<file path="src/rtl/sw_pe_affine_pkg.sv">
`default_nettype none
// ============================================================================
// Module   : sw_pe_affine_pkg
// Purpose  : Shared constants, traceback encodings and saturating adder for
//            the affine-gap Smith-Waterman processing element.
// Revision : 1.0 - initial release
// ============================================================================
package sw_pe_affine_pkg;

    // Working width for the width-generic helpers; score widths up to 31 bits.
    localparam int MAX_W = 32;

    localparam logic [1:0] DIR_ZERO = 2'b00;
    localparam logic [1:0] DIR_DIAG = 2'b01;
    localparam logic [1:0] DIR_UP   = 2'b10;
    localparam logic [1:0] DIR_LEFT = 2'b11;

    function automatic logic signed [MAX_W-1:0] neg_inf(input int w);
        return $signed({MAX_W{1'b1}} << (w - 1));
    endfunction

    function automatic logic signed [MAX_W-1:0] pos_max(input int w);
        return ~neg_inf(w);
    endfunction

    // Operands arrive sign-extended to MAX_W; result is clamped to a w-bit range.
    function automatic logic signed [MAX_W-1:0] sat_add(
        input logic signed [MAX_W-1:0] a,
        input logic signed [MAX_W-1:0] b,
        input int                      w
    );
        logic signed [MAX_W:0] sum;
        logic signed [MAX_W:0] lo;
        logic signed [MAX_W:0] hi;
        sum = {a[MAX_W-1], a} + {b[MAX_W-1], b};
        lo  = (MAX_W+1)'(neg_inf(w));
        hi  = (MAX_W+1)'(pos_max(w));
        if (sum < lo) return neg_inf(w);
        if (sum > hi) return pos_max(w);
        return sum[MAX_W-1:0];
    endfunction

endpackage
`default_nettype wire

</file>
<file path="src/rtl/sw_pe_affine_max3_dir.sv">
`default_nettype none
// ============================================================================
// Module   : sw_max3_dir
// Purpose  : Three-way max of D/F/E with D>F>E tie priority, optional local
//            clamp at zero and traceback direction code.
// Revision : 1.0 - initial release
// ============================================================================
module sw_max3_dir
    import sw_pe_affine_pkg::*;
#(
    parameter int SCORE_W = 16
) (
    input  logic signed [SCORE_W-1:0] i_d,
    input  logic signed [SCORE_W-1:0] i_f,
    input  logic signed [SCORE_W-1:0] i_e,
    input  logic                      i_local,
    output logic signed [SCORE_W-1:0] o_h,
    output logic [1:0]                o_dir
);

    logic signed [SCORE_W-1:0] w_best;
    logic [1:0]                w_dir;

    // Strict compares keep the earlier term on ties.
    always_comb begin
        w_best = i_d;
        w_dir  = DIR_DIAG;
        if (i_f > w_best) begin
            w_best = i_f;
            w_dir  = DIR_UP;
        end
        if (i_e > w_best) begin
            w_best = i_e;
            w_dir  = DIR_LEFT;
        end
        o_h   = w_best;
        o_dir = w_dir;
        if (i_local && (w_best < 0)) begin
            o_h   = '0;
            o_dir = DIR_ZERO;
        end
    end

endmodule
`default_nettype wire

</file>
<file path="src/rtl/sw_pe_affine.sv">
`default_nettype none
// ============================================================================
// Module   : sw_pe_affine
// Purpose  : One systolic PE computing one affine-gap DP cell per valid target
//            token, with pass-through when no query symbol is loaded.
// Revision : 1.0 - initial release
// ============================================================================
module sw_pe_affine
    import sw_pe_affine_pkg::*;
#(
    parameter int SCORE_W = 16,
    parameter int SYM_W   = 2,
    parameter int ROW_W   = 10,
    parameter int COL_W   = 12
) (
    input  logic                      clk,
    input  logic                      rst_n,
    input  logic signed [SCORE_W-1:0] match_i,
    input  logic signed [SCORE_W-1:0] mismatch_i,
    input  logic signed [SCORE_W-1:0] alpha_i,
    input  logic signed [SCORE_W-1:0] beta_i,
    input  logic                      local_i,
    input  logic                      q_load_i,
    input  logic [SYM_W-1:0]          q_sym_i,
    input  logic [ROW_W-1:0]          q_row_i,
    input  logic signed [SCORE_W-1:0] q_h0_i,
    input  logic                      t_valid_i,
    input  logic                      t_first_i,
    input  logic                      t_last_i,
    input  logic [SYM_W-1:0]          t_sym_i,
    input  logic signed [SCORE_W-1:0] h_in,
    input  logic signed [SCORE_W-1:0] f_in,
    input  logic signed [SCORE_W-1:0] hb_in,
    input  logic signed [SCORE_W-1:0] max_in,
    input  logic [ROW_W-1:0]          max_row_in,
    output logic                      t_valid_o,
    output logic                      t_first_o,
    output logic                      t_last_o,
    output logic [SYM_W-1:0]          t_sym_o,
    output logic signed [SCORE_W-1:0] h_o,
    output logic signed [SCORE_W-1:0] f_o,
    output logic signed [SCORE_W-1:0] hb_o,
    output logic signed [SCORE_W-1:0] max_o,
    output logic [ROW_W-1:0]          max_row_o,
    output logic [COL_W-1:0]          col_o,
    output logic [1:0]                dir_o
);

    localparam logic signed [SCORE_W-1:0] c_neg_inf = SCORE_W'(neg_inf(SCORE_W));

    function automatic logic signed [SCORE_W-1:0] sadd(
        input logic signed [SCORE_W-1:0] a,
        input logic signed [SCORE_W-1:0] b
    );
        return SCORE_W'(sat_add(MAX_W'(a), MAX_W'(b), SCORE_W));
    endfunction

    function automatic logic signed [SCORE_W-1:0] smax(
        input logic signed [SCORE_W-1:0] a,
        input logic signed [SCORE_W-1:0] b
    );
        return (a >= b) ? a : b;
    endfunction

    logic [SYM_W-1:0]          r_q_sym;
    logic [ROW_W-1:0]          r_q_row;
    logic signed [SCORE_W-1:0] r_q_h0;
    logic                      r_q_vld;
    logic signed [SCORE_W-1:0] r_h_diag;
    logic signed [SCORE_W-1:0] r_e;
    logic [COL_W-1:0]          r_col;

    logic                      r_tv, r_tf, r_tl;
    logic [SYM_W-1:0]          r_tsym;
    logic signed [SCORE_W-1:0] r_h, r_f, r_hb, r_max;
    logic [ROW_W-1:0]          r_max_row;
    logic [1:0]                r_dir;

    logic signed [SCORE_W-1:0] w_diag, w_hl, w_el, w_s;
    logic signed [SCORE_W-1:0] w_e, w_f, w_d, w_h;
    logic [1:0]                w_dir;
    logic [COL_W-1:0]          w_col_next;

    // Column 0 comes from the boundary inputs rather than the recurrence state.
    assign w_diag = t_first_i ? hb_in     : r_h_diag;
    assign w_hl   = t_first_i ? r_q_h0    : r_h;
    assign w_el   = t_first_i ? c_neg_inf : r_e;
    assign w_s    = (t_sym_i == r_q_sym) ? match_i : mismatch_i;

    assign w_e = smax(sadd(w_hl, alpha_i), sadd(w_el, beta_i));
    assign w_f = smax(sadd(h_in, alpha_i), sadd(f_in, beta_i));
    assign w_d = sadd(w_diag, w_s);

    assign w_col_next = t_first_i ? COL_W'(1) : ((&r_col) ? r_col : r_col + 1'b1);

    sw_max3_dir #(
        .SCORE_W (SCORE_W)
    ) u_max3 (
        .i_d     (w_d),
        .i_f     (w_f),
        .i_e     (w_e),
        .i_local (local_i),
        .o_h     (w_h),
        .o_dir   (w_dir)
    );

    always_ff @(posedge clk or negedge rst_n) begin
        if (!rst_n) begin
            r_q_sym   <= '0;
            r_q_row   <= '0;
            r_q_h0    <= '0;
            r_q_vld   <= 1'b0;
            r_h_diag  <= '0;
            r_e       <= c_neg_inf;
            r_col     <= '0;
            r_tv      <= 1'b0;
            r_tf      <= 1'b0;
            r_tl      <= 1'b0;
            r_tsym    <= '0;
            r_h       <= '0;
            r_f       <= '0;
            r_hb      <= '0;
            r_max     <= '0;
            r_max_row <= '0;
            r_dir     <= DIR_ZERO;
        end else begin
            // A token in the load cycle still sees the previous query.
            if (q_load_i) begin
                r_q_sym <= q_sym_i;
                r_q_row <= q_row_i;
                r_q_h0  <= q_h0_i;
                r_q_vld <= 1'b1;
            end
            r_tv <= t_valid_i;
            if (t_valid_i) begin
                r_tf     <= t_first_i;
                r_tl     <= t_last_i;
                r_tsym   <= t_sym_i;
                r_col    <= w_col_next;
                r_h_diag <= h_in;
                if (r_q_vld) begin
                    r_h   <= w_h;
                    r_f   <= w_f;
                    r_e   <= w_e;
                    r_dir <= w_dir;
                    r_hb  <= r_q_h0;
                    if (w_h > max_in) begin
                        r_max     <= w_h;
                        r_max_row <= r_q_row;
                    end else begin
                        r_max     <= max_in;
                        r_max_row <= max_row_in;
                    end
                end else begin
                    r_h       <= h_in;
                    r_f       <= f_in;
                    r_hb      <= hb_in;
                    r_max     <= max_in;
                    r_max_row <= max_row_in;
                    r_dir     <= DIR_ZERO;
                end
            end
        end
    end

    assign t_valid_o = r_tv;
    assign t_first_o = r_tf;
    assign t_last_o  = r_tl;
    assign t_sym_o   = r_tsym;
    assign h_o       = r_h;
    assign f_o       = r_f;
    assign hb_o      = r_hb;
    assign max_o     = r_max;
    assign max_row_o = r_max_row;
    assign col_o     = r_col;
    assign dir_o     = r_dir;

endmodule
`default_nettype wire
</file>
<file path="config.mk">
export PLATFORM = sky130hd
export DESIGN_NAME = sw_pe_affine
export DESIGN_NICKNAME = d
export VERILOG_FILES = /design/src/rtl/sw_pe_affine_pkg.sv /design/src/rtl/sw_pe_affine_max3_dir.sv /design/src/rtl/sw_pe_affine.sv
export SDC_FILE = /design/constraint.sdc
export NUM_CORES = 1
export LEC_CHECK = 0
export BUFFER_PORTS_ARGS = -buffer_cell sky130_fd_sc_hd__buf_2
export CORE_AREA = 2 2 171 256
export DETAILED_ROUTE_END_ITERATION = 16
export DIE_AREA = 0 0 173 258
export GPL_TIMING_DRIVEN = 0
export PLACE_DENSITY = 0.6
export RECOVER_POWER = 25
export SETUP_SLACK_MARGIN = 0.5
export SLEW_MARGIN = 10
export SYNTH_ARGS = -nofsm -noshare
export SYNTH_HDL_FRONTEND = slang
export SYNTH_HIERARCHICAL = 1
export SYNTH_SLANG_ARGS = --single-unit
</file>
<file path="constraint.sdc">
create_clock -name clk -period 12.36 [get_ports clk]
set_clock_uncertainty 0.1 [all_clocks]
set_input_delay 1.236 -clock clk [delete_from_list [all_inputs] [get_ports clk]]
set_output_delay 1.236 -clock clk [all_outputs]
set_load 0.02 [all_outputs]
</file>
==> impl_results.md <==
- Clock transition at the registers of the reported paths: 70 ps
- Clock sink total: 154
- Row count: 93
- Critical-path top delay cell: or4_4
- Number of synthesized flops with an enable pin: 0
- Dominant cell type by area after synthesis: dfrtp_1
- Ys flop type: dfrtp_1
- Routed vias: 13710
- Largest family of logic cells by synthesized area: compound AO/OA/AOI/OAI gates
- Met1 Use GR: 27.13%
- CTS Buffer Depth: 2
- Clk Latency, worst-skew pair: 460 ps
- Busiest grt layer: met2
- Period minus WS final: 11430 ps
- Hold WC Path Type: flip-flop to flip-flop
- Worst Hold End: r_e[0]$_DFFE_PN0P_
- Fraction of synthesized area in multiplexers: 14.81%
- Post-Synth XOR/XNOR Area: 4.890%
- Reg2reg path depth: 44
- Total gr overflow: 0
- Netlist Area Pre-Place: 14660 um^2
- Most common library cell in the layout ignoring fill and taps: buf_2
- Setup ws final: 927.8 ps
- Maximum number of pins on one net before global-route repair: 104
- GR Util met2: 44.86%
- Setup violations, final: 0
- Hold path depth: 2
- Most frequent cells in the layout: buf_2, ha_1, nor2_1
- Unrepaired setup endpoints after global routing: no
- Reg2reg start: r_q_sym[0]$_DFFE_PN0P_
- Root Buffer: clkbuf_16
- Synth Area in Compound Gates: 21.01%
- Layout cells sized above 1: 28.77%
- CTS tree: done
- Worst Setup End Kind: flip-flop
- Hold Vio Cnt, Final: 0
- Residual DRC count: 0
- Worst-path fanout max: 10
- Adder-Cell Fraction of Synth Area: 16.15%
- Synth warn: 6
- Simple logic cell fraction of the synthesized area: 12.44%
- Worst Path Arrival: 11660 ps
- H-tree depth: 4
- Hold WS: 398.0 ps
- Hpwl dp: 46580 um
- Critical path type: input port to flip-flop
- R2R Setup Slk: 1410 ps
- DRT Pass-1 Iters: 5
- Cells after Synth: 1636
- Critical Path RT: 12580 ps
- CTS buffer count: 17
- Routability cong.: 0.9845
- Sequential-to-total area share from yosys stat: 26.29%
- Share of Yosys cell area claimed by the top area cell type: 26.11%
- Post-CTS Hold Buffers: 0
- Floorplan core area: 42590 um^2
- Global-route usage over all layers: 24.66%
- # Max-Cap Violations: 2
- Synth Register Bits: 154
- Failing checks: capacitance limit, slew limit
- Hold path start: r_e[0]$_DFFE_PN0P_
- Die ar.: 44630 um^2
- Synthesis-to-layout area growth: 21.21%
- Worst r2r dst: max_o[13]$_DFFE_PN0P_
- Starting density of the core: 34.43%
- Slew HR: -277.5%
- Fmax: 87.47 MHz
- Avg WL per Cell: 22.09 um
- First-pass GRT wire length: 82970 um
- Synth top area cells: dfrtp_1, ha_1, mux2_2
- Initial antenna violation count: 5
- IO Port Bufs: 265
- Setup slack at placement: -1689 ps
- Slew @ Worst Pin: 5663 ps
- Post-DRT Antenna Nets: 0
- Post-Route WL: 55610 um
- Layout net count: 2271
- Ys async rst share: 100.0%
- Period utilisation layout: 92.49%
- Post-synthesis area per instance: 8.962 um^2
- Final Max Slew Viols: 157
- Slowest stage delay, CP: 580 ps
- Ports: 268
- Die W: 173 um
- Vert. Die Dim: 258 um
- Run status: finished with violations
- Distinct cell type count after synthesis: 96
- Vias in the first global route: 13910
- Global Route met3 Usage: 3.489%
- Via/cell ratio: 5.446
- Startpoint type of the worst setup path: input port
- Post-Syn Nets: 1977
- CP most frequent cell: ha_1
- First-iteration detailed-routing DRC count: 717
Yosys cell counts (3+ instances only):
master / instances
ha_1: 161
a21oi_1: 160
nor2_1: 157
dfrtp_1: 153
mux2_2: 115
inv_1: 97
o21ai_0: 91
mux2i_1: 86
nand2_1: 69
xnor2_1: 45
clkbuf_1: 42
nor2b_1: 35
a211oi_1: 33
a21o_1: 30
xor2_1: 30
maj3_1: 23
nand3_1: 21
nor3_1: 21
o21a_1: 21
a31o_2: 16
nand2b_1: 16
nand4_1: 14
o211ai_1: 14
a31oi_1: 10
o31ai_1: 10
buf_1: 8
o21bai_1: 8
o22ai_1: 8
and4_1: 7
buf_2: 7
nor4_1: 6
o21ai_1: 6
and2_1: 5
fa_1: 5
nand3b_1: 5
o2111ai_1: 5
or3_1: 5
buf_4: 4
o211a_1: 4
o21ai_2: 4
or2_2: 4
a21boi_0: 3
and3_1: 3
metal layers:
layer  up-vias  part of all wire, %
li1       6569                    -
met1      6605                   39
met2       417                   51
met3       117                  4.0
met4         0                  6.0
met5         -                    0
final cells by class:
type	instances	area, um^2
Antenna cell	4	10.01
Buffer	63	324.1
Clock buffer	18	429.2
Clock inverter	14	153.9
Fill cell	4382	24820
Inverter	99	374.1
Multi-Input combinational cell	1320	10520
Sequential cell	154	3855
Tap cell	570	713.2
Timing Repair Buffer	275	1396
state kept, by name (all words and copies together) (netlist names):
register / count
r_q_sym: 2
col_o: 12
max_o: 16
r_q_vld: 1
dir_o: 2
h_o: 16
r_q_row: 10
r_h_diag: 16
t_last_o: 1
hb_o: 16
t_sym_o: 2
r_e: 16
t_first_o: 1
t_valid_o: 1
max_row_o: 10
r_q_h0: 16
f_o: 16
worst max path at each step:
stage	start	end	slack (ps)	cells past startpoint
after floorplan	beta_i[0]	max_o[10]$_DFFE_PN0P_	1300	50
after global placement	alpha_i[0]	max_o[13]$_DFFE_PN0P_	-1530	51
after detailed placement	alpha_i[0]	max_o[13]$_DFFE_PN0P_	-1690	51
after CTS	t_sym_i[0]	max_o[13]$_DFFE_PN0P_	550	45
after global routing	alpha_i[0]	max_o[13]$_DFFE_PN0P_	450	50
final	f_in[0]	max_o[13]$_DFFE_PN0P_	930	48
worst max-delay path, delay by kind of cell:
kind / cells / cell delay (ps)
AO/OA/AOI/OAI: 17 / 3290
adder cells (fa/ha/maj): 7 / 2310
AND/OR/NAND/NOR: 10 / 2140
buffers and inverters: 10 / 1570
multiplexers: 3 / 930
XOR/XNOR: 1 / 150
repair_timing:
action                     CTS  global route
setup buffers                5             4
setup endpoints to repair   26            26
pin swaps                    4             3
hold endpoints to repair     0             0
gates resized for setup     55            61
through the flow:
stage                     instances  cell area, um^2  util [%]  TNS (ps)
after floorplan                1636            14660         -         0
after global placement         2471            16700     39.22    -35430
after detailed placement       2472            16740     39.30    -37420
after CTS                      2509            17550     41.22         0
after global routing           2516            17770     41.72         0
final                          2517            17770     41.73         0
kinds of logic (layout without fill, tap and decap cells):
family / after synthesis / count (layout)
AO/OA/AOI/OAI: 468 / 468
AND/OR/NAND/NOR: 381 / 381
multiplexers: 202 / 202
adder cells (fa/ha/maj): 191 / 191
buffers and inverters: 162 / 469
flip-flops: 154 / 154
XOR/XNOR: 78 / 78
other: 0 / 4
Power is not shown: default switching activity piles up to over one toggle a cycle in this logic, so the estimate is an artifact.
